`config.mk`:
```
export PLATFORM = sky130hd
export DESIGN_NAME = uart_tx_byte_flat
export DESIGN_NICKNAME = d
export VERILOG_FILES = /design/src/rtl/test_value_uart_pkg.sv /design/src/rtl/test_value_uart_if.sv /design/src/rtl/test_value_uart_tx_byte.sv /design/src/flat_wrapper.sv
export SDC_FILE = /design/constraint.sdc
export NUM_CORES = 1
export LEC_CHECK = 0
export CAP_MARGIN = 20
export CORE_MARGIN = 2
export CORE_UTILIZATION = 65
export CTS_BUF_LIST = sky130_fd_sc_hd__clkbuf_2
export DETAILED_ROUTE_END_ITERATION = 7
export PLACE_DENSITY = 0.85
export SLEW_MARGIN = 0
export SYNTH_ARGS = -nofsm -noshare
export SYNTH_HDL_FRONTEND = slang
export SYNTH_SLANG_ARGS = --single-unit
```
`constraint.sdc`:
```
create_clock -name clk_i -period 6.1 [get_ports clk_i]
set_input_delay 0.915 -clock clk_i [delete_from_list [all_inputs] [get_ports clk_i]]
set_output_delay 0.915 -clock clk_i [all_outputs]
set_load 0.03 [all_outputs]
```
`src/rtl/test_value_uart_pkg.sv`:
```
// Shared types and constants for the test-value UART transmitter.
// The message format is selected in the top by TEST_VALUE_UART_ASCII_EN.
package test_value_uart_pkg;

  typedef enum logic [1:0] {
    IDLE  = 2'd0,
    START = 2'd1,
    DATA  = 2'd2,
    STOP  = 2'd3
  } uart_state_e;

  typedef enum logic {
    MSG_IDLE = 1'b0,
    MSG_SEND = 1'b1
  } msg_state_e;

  localparam logic [7:0] ASCII_CR         = 8'h0D;
  localparam logic [7:0] ASCII_LF         = 8'h0A;
  localparam logic [7:0] ASCII_DIGIT_BASE = 8'h30;
  localparam logic [7:0] ASCII_ALPHA_BASE = 8'h41;

  localparam int MSG_LEN_ASCII = 6;
  localparam int MSG_LEN_RAW   = 2;

  localparam int CNT_W = 16;
  localparam int IDX_W = 3;

  // Uppercase hex digit for one nibble.
  function automatic logic [7:0] nibble_to_ascii(input logic [3:0] nib);
    logic [7:0] ch;
    if (nib < 4'd10) begin
      ch = ASCII_DIGIT_BASE + {4'd0, nib};
    end else begin
      ch = ASCII_ALPHA_BASE + ({4'd0, nib} - 8'd10);
    end
    return ch;
  endfunction

endpackage

```
`src/rtl/test_value_uart_if.sv`:
```
// Byte channel between message sequencer (master) and byte serializer (slave).
interface test_value_uart_if;

  logic       load;
  logic [7:0] data;
  logic       done;
  logic       tx;

  modport master (output load, output data, input done, input tx);
  modport slave  (input load, input data, output done, output tx);

endinterface

```
`src/rtl/test_value_uart_tx_byte.sv`:
```
// 8N1 byte serializer: start bit, 8 data bits LSB first, stop bit.
// A load during the final stop-bit cycle chains the next byte with no gap.
module uart_tx_byte
  import test_value_uart_pkg::*;
#(
  parameter int CLKS_PER_BIT = 868
) (
  input  logic clk_i,
  input  logic reset_i,
  test_value_uart_if.slave bif
);

  localparam logic [CNT_W-1:0] BIT_LAST = CNT_W'(CLKS_PER_BIT - 1);

  uart_state_e      state_q, state_d;
  logic [CNT_W-1:0] cnt_q, cnt_d;
  logic [2:0]       bit_idx_q, bit_idx_d;
  logic [7:0]       shift_q, shift_d;
  logic             tx_c;
  logic             done_c;
  logic             bit_end;

  always_ff @(posedge clk_i) begin
    if (reset_i) begin
      state_q   <= IDLE;
      cnt_q     <= '0;
      bit_idx_q <= '0;
      shift_q   <= '0;
    end else begin
      state_q   <= state_d;
      cnt_q     <= cnt_d;
      bit_idx_q <= bit_idx_d;
      shift_q   <= shift_d;
    end
  end

  assign bit_end = (cnt_q == '0);

  always_comb begin
    state_d   = state_q;
    cnt_d     = cnt_q;
    bit_idx_d = bit_idx_q;
    shift_d   = shift_q;
    tx_c      = 1'b1;
    done_c    = 1'b0;

    case (state_q)
      IDLE: begin
        if (bif.load) begin
          state_d = START;
          cnt_d   = BIT_LAST;
          shift_d = bif.data;
        end
      end

      START: begin
        tx_c = 1'b0;
        if (bit_end) begin
          state_d   = DATA;
          cnt_d     = BIT_LAST;
          bit_idx_d = '0;
        end else begin
          cnt_d = cnt_q - 1'b1;
        end
      end

      DATA: begin
        tx_c = shift_q[0];
        if (bit_end) begin
          cnt_d   = BIT_LAST;
          shift_d = {1'b0, shift_q[7:1]};
          if (bit_idx_q == 3'd7) begin
            state_d = STOP;
          end else begin
            bit_idx_d = bit_idx_q + 1'b1;
          end
        end else begin
          cnt_d = cnt_q - 1'b1;
        end
      end

      STOP: begin
        tx_c = 1'b1;
        if (bit_end) begin
          done_c = 1'b1;
          // Sequencer answers the done pulse combinationally when bytes remain.
          if (bif.load) begin
            state_d = START;
            cnt_d   = BIT_LAST;
            shift_d = bif.data;
          end else begin
            state_d = IDLE;
          end
        end else begin
          cnt_d = cnt_q - 1'b1;
        end
      end

      default: begin
        state_d = IDLE;
      end
    endcase
  end

  assign bif.tx   = tx_c;
  assign bif.done = done_c;

endmodule

```
`src/flat_wrapper.sv`:
```
// flat-port wrapper written by rule: the top's interface ports become plain ports
module uart_tx_byte_flat import test_value_uart_pkg::*;
#(
  parameter int CLKS_PER_BIT = 868
)
  (clk_i, reset_i, bif_load, bif_data, bif_done, bif_tx);
  test_value_uart_if bif_i ();
  input  logic clk_i;
  input  logic reset_i;
  input wire logic [$bits(bif_i.load)-1:0] bif_load;
  input wire logic [$bits(bif_i.data)-1:0] bif_data;
  output wire logic [$bits(bif_i.done)-1:0] bif_done;
  output wire logic [$bits(bif_i.tx)-1:0] bif_tx;
  assign bif_i.load = bif_load;
  assign bif_i.data = bif_data;
  assign bif_done = bif_i.done;
  assign bif_tx = bif_i.tx;
  uart_tx_byte #(.CLKS_PER_BIT(CLKS_PER_BIT)) u_core (.clk_i(clk_i), .reset_i(reset_i), .bif(bif_i));
endmodule
```
==> flow_summary.json <==
{
  "status": "finished clean",
  "post_dp_cell_area_um2": 1860,
  "worstRegToRegCells": 6,
  "nFillCells": 190,
  "dpl.hpwl_mm": 2.94,
  "crit_type": "flop to output port",
  "fin_area_um2": 1900,
  "grt_usage_pct": 28.6,
  "hold-path-endpoint": "u_core.bit_idx_q[2]",
  "dp_slack_ns": 2.70,
  "syn-mean-instance-area_um2": 8.28,
  "fin_crit_ns": 3.72,
  "fmax_mhz": 269,
  "clk_pin_slew_ns": 0.14,
  "setup_viol": 0,
  "power_density_nw_per_um2": 538,
  "cp-end-kind": "output port",
  "antenna_found_initial": 0,
  "startpoint_type": "flop",
  "critical_path_arrival_ns": 2.80,
  "tightest_slew_ns": 1.05,
  "vias": 1699,
  "rsz0062_at_grt": "no",
  "cap_violations": 0,
  "netlist_instances": 211,
  "holdPathStages": 2,
  "grt_max_degree": 19,
  "vias_per_cell": 6.74,
  "dieHeight_um": 55.9,
  "gp_congestion": 0.902,
  "grt_pass1_wl_mm": 7.00,
  "drt-pass1-iter-count": 4,
  "cts_setup_buffers": 0,
  "finalHoldViolations": 0,
  "fin_ws_ns": 2.38,
  "rr_startpoint": "u_core.state_q[0]",
  "yosysUniqueCellTypes": 45,
  "min_path_type": "flop to flop",
  "dp.cells": 244,
  "finClkSkew_ns": 0.0114,
  "slew_headroom_pct": 29.4,
  "required_ns": 5.18,
  "drc_errors": 0,
  "cts_buffers": 5,
  "clock_latency_ns": 0.38,
  "drv_slew": 0,
  "core-area_um2": 2520,
  "initial_core_util_pct": 69.3,
  "netlist_area_um2": 1750,
  "boundaryPins": 13,
  "report.power.total_mw": 1.02,
  "syn-num-nets": 231,
  "numPortBuffers": 12,
  "yosysSeqAreaShare_pct": 33.2,
  "post_cts.resized_instances": 0,
  "ir_drop_mv": 0.434,
  "cts.sinks": 29,
  "ant_nets": 0,
  "wl_per_cell_um": 16.4,
  "dieWidth_um": 55.9,
  "die-area_um2": 3120,
  "cts_root_buf": "clkbuf_2",
  "drt_iter0_markers": 132,
  "setup-tns-final_ns": 0,
  "drive_gt1_share_pct": 9.01,
  "rr_endpoint": "u_core.shift_q[5]",
  "crit_fanout": 7,
  "clock_path_buffers": 2,
  "routed_wl_mm": 4.13,
  "hp-start": "u_core.bit_idx_q[2]",
  "cts_tree": "yes",
  "r2r_slack_ns": 3.46,
  "antenna_cells": 0,
  "htree_levels": 2,
  "final_nets": 241,
  "static-leakage-power_nw": 0.744,
  "area_growth_syn_to_layout_pct": 8.45,
  "instances_no_fill": 252,
  "grt_overflow": 0,
  "fin_crit_sh_pct": 60.9,
  "grt_pass1_vias": 1437,
  "ys_warn_count": 0,
  "rows": 18,
  "holdBufCountCts": 0,
  "ys_ff_latch": 29
}
-- critical path: stages (launching register included) --
cell,delay (ns)
dfxtp_1,0.40
or4_4,0.56
nor4_1,0.54
and3_1,0.27
clkdlybuf4s50_1,0.67
-- logic make-up (layout without fill, tap and decap cells) --
family,after synthesis,in the layout,synth area share (%)
AND/OR/NAND/NOR,90,90,28.3
AO/OA/AOI/OAI,59,59,23.0
flip-flops,29,29,33.2
buffers and inverters,16,27,4.37
adder cells (fa/ha/maj),9,9,6.44
multiplexers,8,8,4.58
-- worst max path at each step --
stage / startpoint / end / slack [ns] / cells past startpoint
after CTS: u_core.cnt_q[11] / bif_done / 2.39 / 4
after floorplan: u_core.state_q[0] / bif_tx / 3.38 / 5
after global routing: u_core.cnt_q[11] / bif_done / 2.23 / 4
final: u_core.cnt_q[11] / bif_done / 2.38 / 4
after global placement: reset_i / u_core.cnt_q[7] / 2.84 / 5
after detailed placement: reset_i / u_core.cnt_q[7] / 2.70 / 5
-- sequential cells by signal, summed over array words and instances (netlist names) --
| register | flops |
|---|---|
| u_core.cnt_q | 16 |
| u_core.bit_idx_q | 3 |
| u_core.shift_q | 8 |
| u_core.state_q | 2 |
-- layout make-up --
type	count	area [um^2]	share of cell area, %
well taps	30	37.5	1.98
multi-input cells	166	1090	57.6
repair buffers	12	120	6.34
clock buffers	8	40.0	2.11
flip-flops and latches	29	581	30.6
inverters	7	26.3	1.39
-- placed cells by master, fill, tap and decap left out, types with 3 or more instances in the layout --
master	n
nor4_1	7
or4_4	3
clkbuf_2	8
clkdlybuf4s50_1	12
a21oi_1	23
a211oi_1	4
dfxtp_1	29
nand3_1	5
ha_1	9
and3_1	7
inv_1	7
nand2_1	16
nor3_1	8
a31oi_1	7
mux2i_1	8
nand2b_1	3
nor2_1	20
o21ai_0	4
or3_1	5
a311oi_1	6
-- per-layer routing --
layer / vias up / share of wire (%) / GRT usage (%)
li1: 818 / - / -
met1: 793 / 43 / 39.0
met2: 74 / 46 / 42.7
met3: 14 / 7.7 / 8.60
met4: 0 / 2.5 / 11.2
met5: - / 0 / 0
-- where the power goes --
group	switching (mW)	total, mW	internal, mW
clock network	0.0679	0.102	0.0338
registers	0.0600	0.308	0.248
logic	0.369	0.610	0.241
total	0.497	1.02	0.523
-- synthesized netlist by cell type --
library cell / instances / area [um^2]
a211o_1: 1 / 8.76
a211oi_1: 4 / 30.0
a21bo_2: 1 / 10.0
a21boi_0: 1 / 7.51
a21oi_1: 23 / 115
a21oi_2: 1 / 8.76
a221o_1: 1 / 10.0
a311oi_1: 6 / 52.6
a311oi_2: 1 / 15.0
a31o_2: 1 / 8.76
a31oi_1: 7 / 43.8
and2_1: 2 / 12.5
and3_1: 7 / 43.8
and3b_1: 1 / 8.76
and4b_1: 1 / 10.0
buf_2: 1 / 5.00
buf_6: 2 / 22.5
clkbuf_1: 6 / 22.5
dfxtp_1: 29 / 581
ha_1: 9 / 113
inv_1: 7 / 26.3
mux2i_1: 8 / 80.1
nand2_1: 16 / 60.1
nand2b_1: 3 / 18.8
nand3_1: 5 / 25.0
nand3b_1: 1 / 7.51
nand4b_1: 2 / 17.5
nor2_1: 20 / 75.1
nor2b_1: 2 / 12.5
nor3_1: 8 / 40.0
nor4_1: 7 / 43.8
nor4_2: 1 / 12.5
o211ai_1: 1 / 7.51
o21a_1: 2 / 15.0
o21ai_0: 4 / 20.0
o22ai_1: 1 / 6.26
o22ai_4: 1 / 20.0
o2bb2ai_1: 1 / 8.76
o31ai_1: 2 / 15.0
or2_1: 1 / 6.26
or2_2: 2 / 12.5
or3_1: 5 / 31.3
or3b_2: 1 / 8.76
or4_1: 2 / 15.0
or4_4: 3 / 33.8
-- through the flow --
stage / utilization (%) / hold slack [ns]
after floorplan: - / 0.436
after global placement: 73.6 / 0.445
after detailed placement: 73.6 / 0.462
after CTS: 75.1 / 0.481
after global routing: 75.1 / 0.497
final: 75.1 / 0.472
Note: power is estimated with default switching activity, not from simulation.
